$ cat src/rtl/des_sbox_sequencer.sv
// des_sbox_sequencer: runs the eight DES S-box lookups of one f-function round
// through a single shared S-box port and packs the results into a 32-bit word.
//
// Ports:
//   clk, rst_n            clock (rising edge), asynchronous active-low reset
//   in_valid / in_ready   48-bit input handshake (post key-XOR word)
//   in_data[47:0]         DES bit n lives at index 48-n; chunk k (S_k) = in_data[53-6k -: 6]
//   sbox_req              a lookup is issued this cycle
//   sbox_sel[2:0]         S-box index minus one (0 = S1 .. 7 = S8)
//   sbox_in[5:0]          6-bit chunk for the selected S-box (bit 5 = DES bit 1)
//   sbox_out[3:0]         result returned by the shared S-box
//   out_valid / out_ready 32-bit result handshake
//   out_data[31:0]        S_k result at out_data[35-4k -: 4] (S1 in the top nibble)
//   busy                  a transaction is in progress
//
// PIPE_LOOKUP = 0: sbox_out is sampled in the cycle the lookup is issued.
// PIPE_LOOKUP = 1: sbox_out is sampled one cycle later; a DRAIN cycle collects S8.
module des_sbox_sequencer #(
    parameter int unsigned PIPE_LOOKUP = 0
) (
    input  logic        clk,
    input  logic        rst_n,
    input  logic        in_valid,
    output logic        in_ready,
    input  logic [47:0] in_data,
    output logic        sbox_req,
    output logic [2:0]  sbox_sel,
    output logic [5:0]  sbox_in,
    input  logic [3:0]  sbox_out,
    output logic        out_valid,
    input  logic        out_ready,
    output logic [31:0] out_data,
    output logic        busy
);

    localparam int unsigned IN_W   = 48;
    localparam int unsigned OUT_W  = 32;
    localparam int unsigned IDX_W  = 3;
    localparam int unsigned CHK_W  = 6;
    localparam int unsigned NIB_W  = 4;
    localparam int unsigned NLOOK  = 8;
    localparam bit          PIPE   = (PIPE_LOOKUP != 0);
    localparam logic [IDX_W-1:0] LAST_IDX = IDX_W'(NLOOK - 1);

    typedef enum logic [1:0] {
        IDLE  = 2'd0,
        ISSUE = 2'd1,
        DRAIN = 2'd2,
        DONE  = 2'd3
    } state_t;

    state_t             state_q, state_d;
    logic [IDX_W-1:0]   idx_q, idx_d, idx_nxt;
    logic [IN_W-1:0]    data_q, data_d;
    logic [OUT_W-1:0]   res_d;
    logic [IDX_W-1:0]   sel_d;
    logic [CHK_W-1:0]   sin_d;
    logic               cap_en;
    logic [IDX_W-1:0]   cap_idx;
    logic [CHK_W-1:0]   chunks [NLOOK];

    // Next-state, lookup issue and result capture
    always_comb begin
        state_d = state_q;
        idx_d   = idx_q;
        data_d  = data_q;
        res_d   = out_data;
        sel_d   = sbox_sel;
        sin_d   = sbox_in;
        cap_en  = 1'b0;
        cap_idx = idx_q;
        idx_nxt = IDX_W'(idx_q + IDX_W'(1));

        for (int k = 0; k < NLOOK; k++) begin
            chunks[k] = data_q[IN_W-1-CHK_W*k -: CHK_W];
        end

        case (state_q)
            IDLE: begin
                if (in_valid && in_ready) begin
                    data_d  = in_data;
                    idx_d   = '0;
                    sel_d   = '0;
                    sin_d   = in_data[IN_W-1 -: CHK_W];
                    state_d = ISSUE;
                end
            end
            ISSUE: begin
                // With a pipelined S-box the result trails the request by one cycle,
                // so the first ISSUE cycle has nothing to capture yet.
                cap_en  = !PIPE || (idx_q != '0);
                cap_idx = PIPE ? IDX_W'(idx_q - IDX_W'(1)) : idx_q;
                if (idx_q == LAST_IDX) begin
                    state_d = PIPE ? DRAIN : DONE;
                end else begin
                    idx_d = idx_nxt;
                    sel_d = idx_nxt;
                    sin_d = chunks[idx_nxt];
                end
            end
            DRAIN: begin
                cap_en  = 1'b1;
                cap_idx = LAST_IDX;
                state_d = DONE;
            end
            DONE: begin
                if (out_ready) begin
                    state_d = IDLE;
                end
            end
            default: state_d = IDLE;
        endcase

        if (cap_en) begin
            for (int k = 0; k < NLOOK; k++) begin
                if (IDX_W'(k) == cap_idx) begin
                    res_d[OUT_W-1-NIB_W*k -: NIB_W] = sbox_out;
                end
            end
        end
    end

    // State and registered outputs
    always_ff @(posedge clk or negedge rst_n) begin
        if (!rst_n) begin
            state_q   <= IDLE;
            idx_q     <= '0;
            data_q    <= '0;
            out_data  <= '0;
            sbox_sel  <= '0;
            sbox_in   <= '0;
            sbox_req  <= 1'b0;
            in_ready  <= 1'b1;
            out_valid <= 1'b0;
            busy      <= 1'b0;
        end else begin
            state_q   <= state_d;
            idx_q     <= idx_d;
            data_q    <= data_d;
            out_data  <= res_d;
            sbox_sel  <= sel_d;
            sbox_in   <= sin_d;
            sbox_req  <= (state_d == ISSUE);
            in_ready  <= (state_d == IDLE);
            out_valid <= (state_d == DONE);
            busy      <= (state_d != IDLE);
        end
    end

endmodule

$ cat config.mk
export PLATFORM = sky130hd
export DESIGN_NAME = des_sbox_sequencer
export DESIGN_NICKNAME = d
export VERILOG_FILES = /design/src/rtl/des_sbox_sequencer.sv
export SDC_FILE = /design/constraint.sdc
export NUM_CORES = 1
export LEC_CHECK = 0
export BUFFER_PORTS_ARGS = -buffer_cell sky130_fd_sc_hd__buf_2
export CAP_MARGIN = 15
export CORE_MARGIN = 4
export CORE_UTILIZATION = 40
export DETAILED_ROUTE_END_ITERATION = 10
export GPL_TIMING_DRIVEN = 0
export PLACE_DENSITY = 0.67
export SKIP_LAST_GASP = 1
export SLEW_MARGIN = 5
export SYNTH_ARGS = -nofsm -noshare
export SYNTH_HDL_FRONTEND = slang
export SYNTH_SLANG_ARGS = --single-unit
$ cat constraint.sdc
create_clock -name clk -period 1.8 [get_ports clk]
set_input_delay 0.09 -clock clk [delete_from_list [all_inputs] [get_ports clk]]
set_output_delay 0.09 -clock clk [all_outputs]
set_load 0.05 [all_outputs]
Word-level counts from Yosys, hierarchy flattened --
Cells that the tools add are included.
Word-level totals: bits in registers 95, input port bits 56, output and inout bits 45, logic and storage cells 66
Cells by class: add/subtract/negate cells 1, $lt $le $gt $ge 1, eq/ne operators 15, mux-type cells 15, bitwise operators 1, reductions and logical operators 17
Operators with widths (count):
- $mux 6 | 4
- $bmux 6 s3 | 1
- $reduce_and 2->1 | 9
- $eq 3x3->1 const A | 4
- $pmux 6 s2 | 1
- $mux 3 | 3
- $pmux 2 s4 | 1
- $eq 2x2->1 const B | 3
- $eq 2x3->1 const A | 2
- $mux 2 | 3
- $pmux 3 s2 | 1
- $eq 2x1->1 const B | 2
- $ge 4x4->1 const B | 1
- $logic_not 2->1 | 2
- $ne 2x2->1 const B | 2
- $not 3->4 | 1
- $reduce_bool 2->1 | 2
- $add 3x1->3 const B | 1
- $eq 1x3->1 const A | 1
- $eq 3x3->1 const B | 1
- $logic_not 3->1 | 1
- $reduce_and 3->1 | 1
- $reduce_or 2->1 | 1
- $logic_and 1x1->1 | 1
- $mux 1 | 1

Logic depth before layout (Yosys ltp) --
depth in word-level cells 7, gate-level depth with buffers 7, gate-level depth less buffers 6

Worst setup path before layout --
Ideal clock, no wire load.
path kind reg2reg, start register idx_q[1], end register sbox_in[0], library setup time 0.126 ns, arrival 1.944 ns, data required time 1.674 ns, slack -0.270 ns, cell stages (with the launch flop) 6, buffers on the path 1, period minus slack after synthesis 2.070 ns, cell sequence dfrtp_1 ha_1 buf_2 mux4_2 and3b_1 o32a_1
On the way: cells in the longest elaborated chain, start to end 7, elaborated cells between the ends (all ways) 10, those cells by class add/sub (1); eq/ne (2); mux (5); bitwise (1); reduce/logical (1)
Ends and longest elaborated chain:
- from (decl) | line 53 | logic [IDX_W-1:0] idx_q, idx_d, idx_nxt;
- from (signal assigned) | line 138 | idx_q <= idx_d;
- $add 3x1->3 | line 72 | idx_nxt = IDX_W'(idx_q + IDX_W'(1));
- $not 3->4 (implied by the code) | line 98 | sin_d = chunks[idx_nxt];
- $bmux 6 s3 | line 98
- $mux 6 (implied by the code) (2 in a row) | line 98
- $mux 6 | line 93 | if (idx_q == LAST_IDX) begin
- $pmux 6 s2 | line 78 | case (state_q)
- to (signal assigned) | line 142 | sbox_in <= sin_d;
- to (decl) | line 28 | output logic [5:0] sbox_in,
Several ways; a longest one is shown, not always the timed one. The select of a mux whose other input is x is not followed. A chain may end at the register's enable or synchronous reset.

Final worst setup path --
start register idx_q[0], end register sbox_in[0]
The elaborated chain is that of the path after synthesis.

==> impl_metrics.toml <==
[setup_path]
cp_cell_sequence = "ha_4 -> buf_12 -> mux4_2 -> and3b_1 -> o32a_1"
path_delay_family = "flip-flops"
start_kind = "flop"
critPathMaxFanout = 5
cp_num_cells = 5
cpMaxStageDelayCell = "dfrtp_2"
rrSetupSlack_ns = 0.02
crit_buf_inv = 1
r2r-start = "idx_q[0]"
critPathKind = "reg2reg"
endpoint_kind = "flop"
rr_endpoint = "sbox_in[0]"
rr_worst_depth = 5
arrival_ns = 2.02
cpPeakStageDelay_ns = 0.46
worst_ep_required_time_ns = 2.04

[global_routing]
grt_pass1_wl_um = 16200
grt_max_degree = 53
antenna_found_initial = 0
overflow = 0
first_global_vias = 3185
grt_usage = 0.180

[cts]
htree_levels = 3
cts_max_path_buffers = 2
clock-sinks = 95
worstSkewPairLatency_ns = 0.36
cts_tree = "done"
clkSlewWorstSetupHoldPaths_ns = 0.09
cts_root_buf = "clkbuf_8"
cts_buffers = 9

[power_and_ir_drop]
combPwrFrac = 0.539
swShare = 0.419
internal_power_uw = 6690
pwr-share-seq = 0.327
p_sw_uw = 4820
ir_drop_mv = 1.05
p_leak_uw = 0.00268
powerDensity_mw_per_mm2 = 1950
p_clk_frac = 0.134

[sta]
skew_ns = 0.00952
rsz0062_at_grt = "true"
period_share = 0.989
slew_viol_final = 0
hold_ws_ns = 0.105
slew_headroom = 0.609
hold_viol_final = 0
tightest_slew_ns = 0.587
setup_violations = 0
setup_slack_ns = 0.0204
min_period_ns = 1.78
fmax_mhz = 562
fin_tns_setup_ns = 0

[cells_and_area]
syn2layout_area_growth_pct = 41.0
layoutNonFillerInstCount = 603
drive_gt1_frac = 0.550
final_util = 0.575
final_net_count = 526
n_antenna_cell = 0

[place]
port_buffers = 100
gp_congestion = 0.744
dp_hpwl_um = 7140
place_ws_ns = -0.282
placed_cells = 525

[route]
wl_per_cell_um = 17.4
antenna_left = 0
vias = 3030
drcViolationCount = 0
via_per_inst = 5.02
first_pass_iters = 4
wl_um = 10500
drt_iter0_markers = 87

[hold_path]
min_to = "out_data[12]"
worstHoldPathCells = 2
holdCritStartpoint = "sbox_out[0]"
hold_class = "in2reg"

[die]
ios = 101
start_util = 0.408
row_count = 37
die_w_um = 110
core_area_mm2 = 0.0103
die_h_um = 110
dieArea_mm2 = 0.0122

[yosys]
synth_area_mm2 = 0.00419
ys.flop_type = "dfrtp_1"
synth_edf_count = 0
synth_fp_nets = 351
synth-seq-cells = 95
synthDistinctLibCells = 35
syn_inst = 288
avgSynthCellArea_um2 = 14.5
async_reset_ff_frac = 1.00
ys_seq_area_frac = 0.568
yosysWarnings = 0

[job]
max_cap_viol_count = 0

[outcome]
status = "finished clean"
[cell families after synthesis]
kind of cell,synth area share
muxes,0.283
DFF,0.568
and+or+nand+nor,0.0714
AOI/OAI and AO/OA,0.0367
buffers and inverters,0.0200
adders and majority gates,0.0209
[timing repair]
action                     CTS  global route
pin swaps                    3             4
hold endpoints to repair    91             0
hold buffers                49             0
gates resized for setup     15            25
setup endpoints to repair   83            52
buffers inserted            10             5
[per-layer routing]
metal	GRT usage	up-vias	routed length [um]
met5	0	-	0
met4	0.0633	0	206
met3	0.0483	13	558
met2	0.307	82	5310
met1	0.220	1537	4390
li1	-	1398	-
[through the flow]
step	cell area [um^2]	power (uW)
finish	5910	11500
global route	5910	12200
CTS	5760	11200
detailed placement	4940	9290
global placement	4910	9080
floorplan	4240	7920
[area by class of cell]
type	count	area, um^2
fill	850	4370
clock inverter	3	67.6
inverter	5	18.8
tap	136	170
timing repair buffer	165	1160
sequential	95	2380
multi-input combinational	178	1850
buffer	9	106
clock buffer	12	145
[cell usage in the layout (no fill, tap or decap), types with 4 or more instances in the layout]
cell and instances:
mux4_2 6, nor2b_1 8, dfrtp_1 90, buf_4 14, buf_6 4, nor2_2 4
dlygate4sd3_1 49, clkbuf_8 10, o22ai_1 4, dfrtp_2 4, mux2_2 80, nor2_1 13
buf_12 4, mux2i_1 12, nand2_1 5, ha_4 4, o32a_1 6, buf_2 99
[synth_stat cells (all sizes together) (3+ instances only)]
| library cell | instances | share of area |
|---|---|---|
| buf | 8 | 0.014 |
| dfrtp | 94 | 0.56 |
| ha | 7 | 0.021 |
| inv | 5 | 0.0045 |
| mux2 | 81 | 0.22 |
| mux2i | 14 | 0.033 |
| mux4 | 6 | 0.032 |
| nand2 | 6 | 0.0054 |
| nand2b | 3 | 0.0045 |
| nand3 | 4 | 0.0048 |
| nor2 | 17 | 0.015 |
| nor2b | 8 | 0.012 |
| o22ai | 5 | 0.0075 |
| o32a | 6 | 0.014 |
[power by group through the flow]
stage | Combinational [uW] | Clock [uW] | Sequential [uW]
finish | 6210 | 1540 | 3760
global route | 6610 | 1660 | 3880
CTS | 5870 | 1580 | 3750
detailed placement | 5470 | 0 | 3820
global placement | 5330 | 0 | 3750
floorplan | 2560 | 0 | 5360
[registers in the layout, indices dropped and copies added, names as in the netlist]
| signal | count |
|---|---|
| idx_q | 3 |
| busy | 1 |
| in_ready | 1 |
| out_valid | 1 |
| out_data | 32 |
| sbox_req | 1 |
| state_q | 2 |
| chunks | 48 |
| sbox_in | 6 |
[worst max-delay path by stage]
stage | start | endpoint | slack, ns
after floorplan | idx_q[1] | idx_q[0] | -0.05
after global placement | rst_n | idx_q[0] | -0.42
after detailed placement | state_q[0] | chunks[26] | -0.28
after CTS | state_q[1] | in_ready | -0.07
after global routing | state_q[1] | sbox_in[2] | -0.04
final | idx_q[0] | sbox_in[0] | 0.02
No activity file was read; power rests on OpenSTA's default activity.
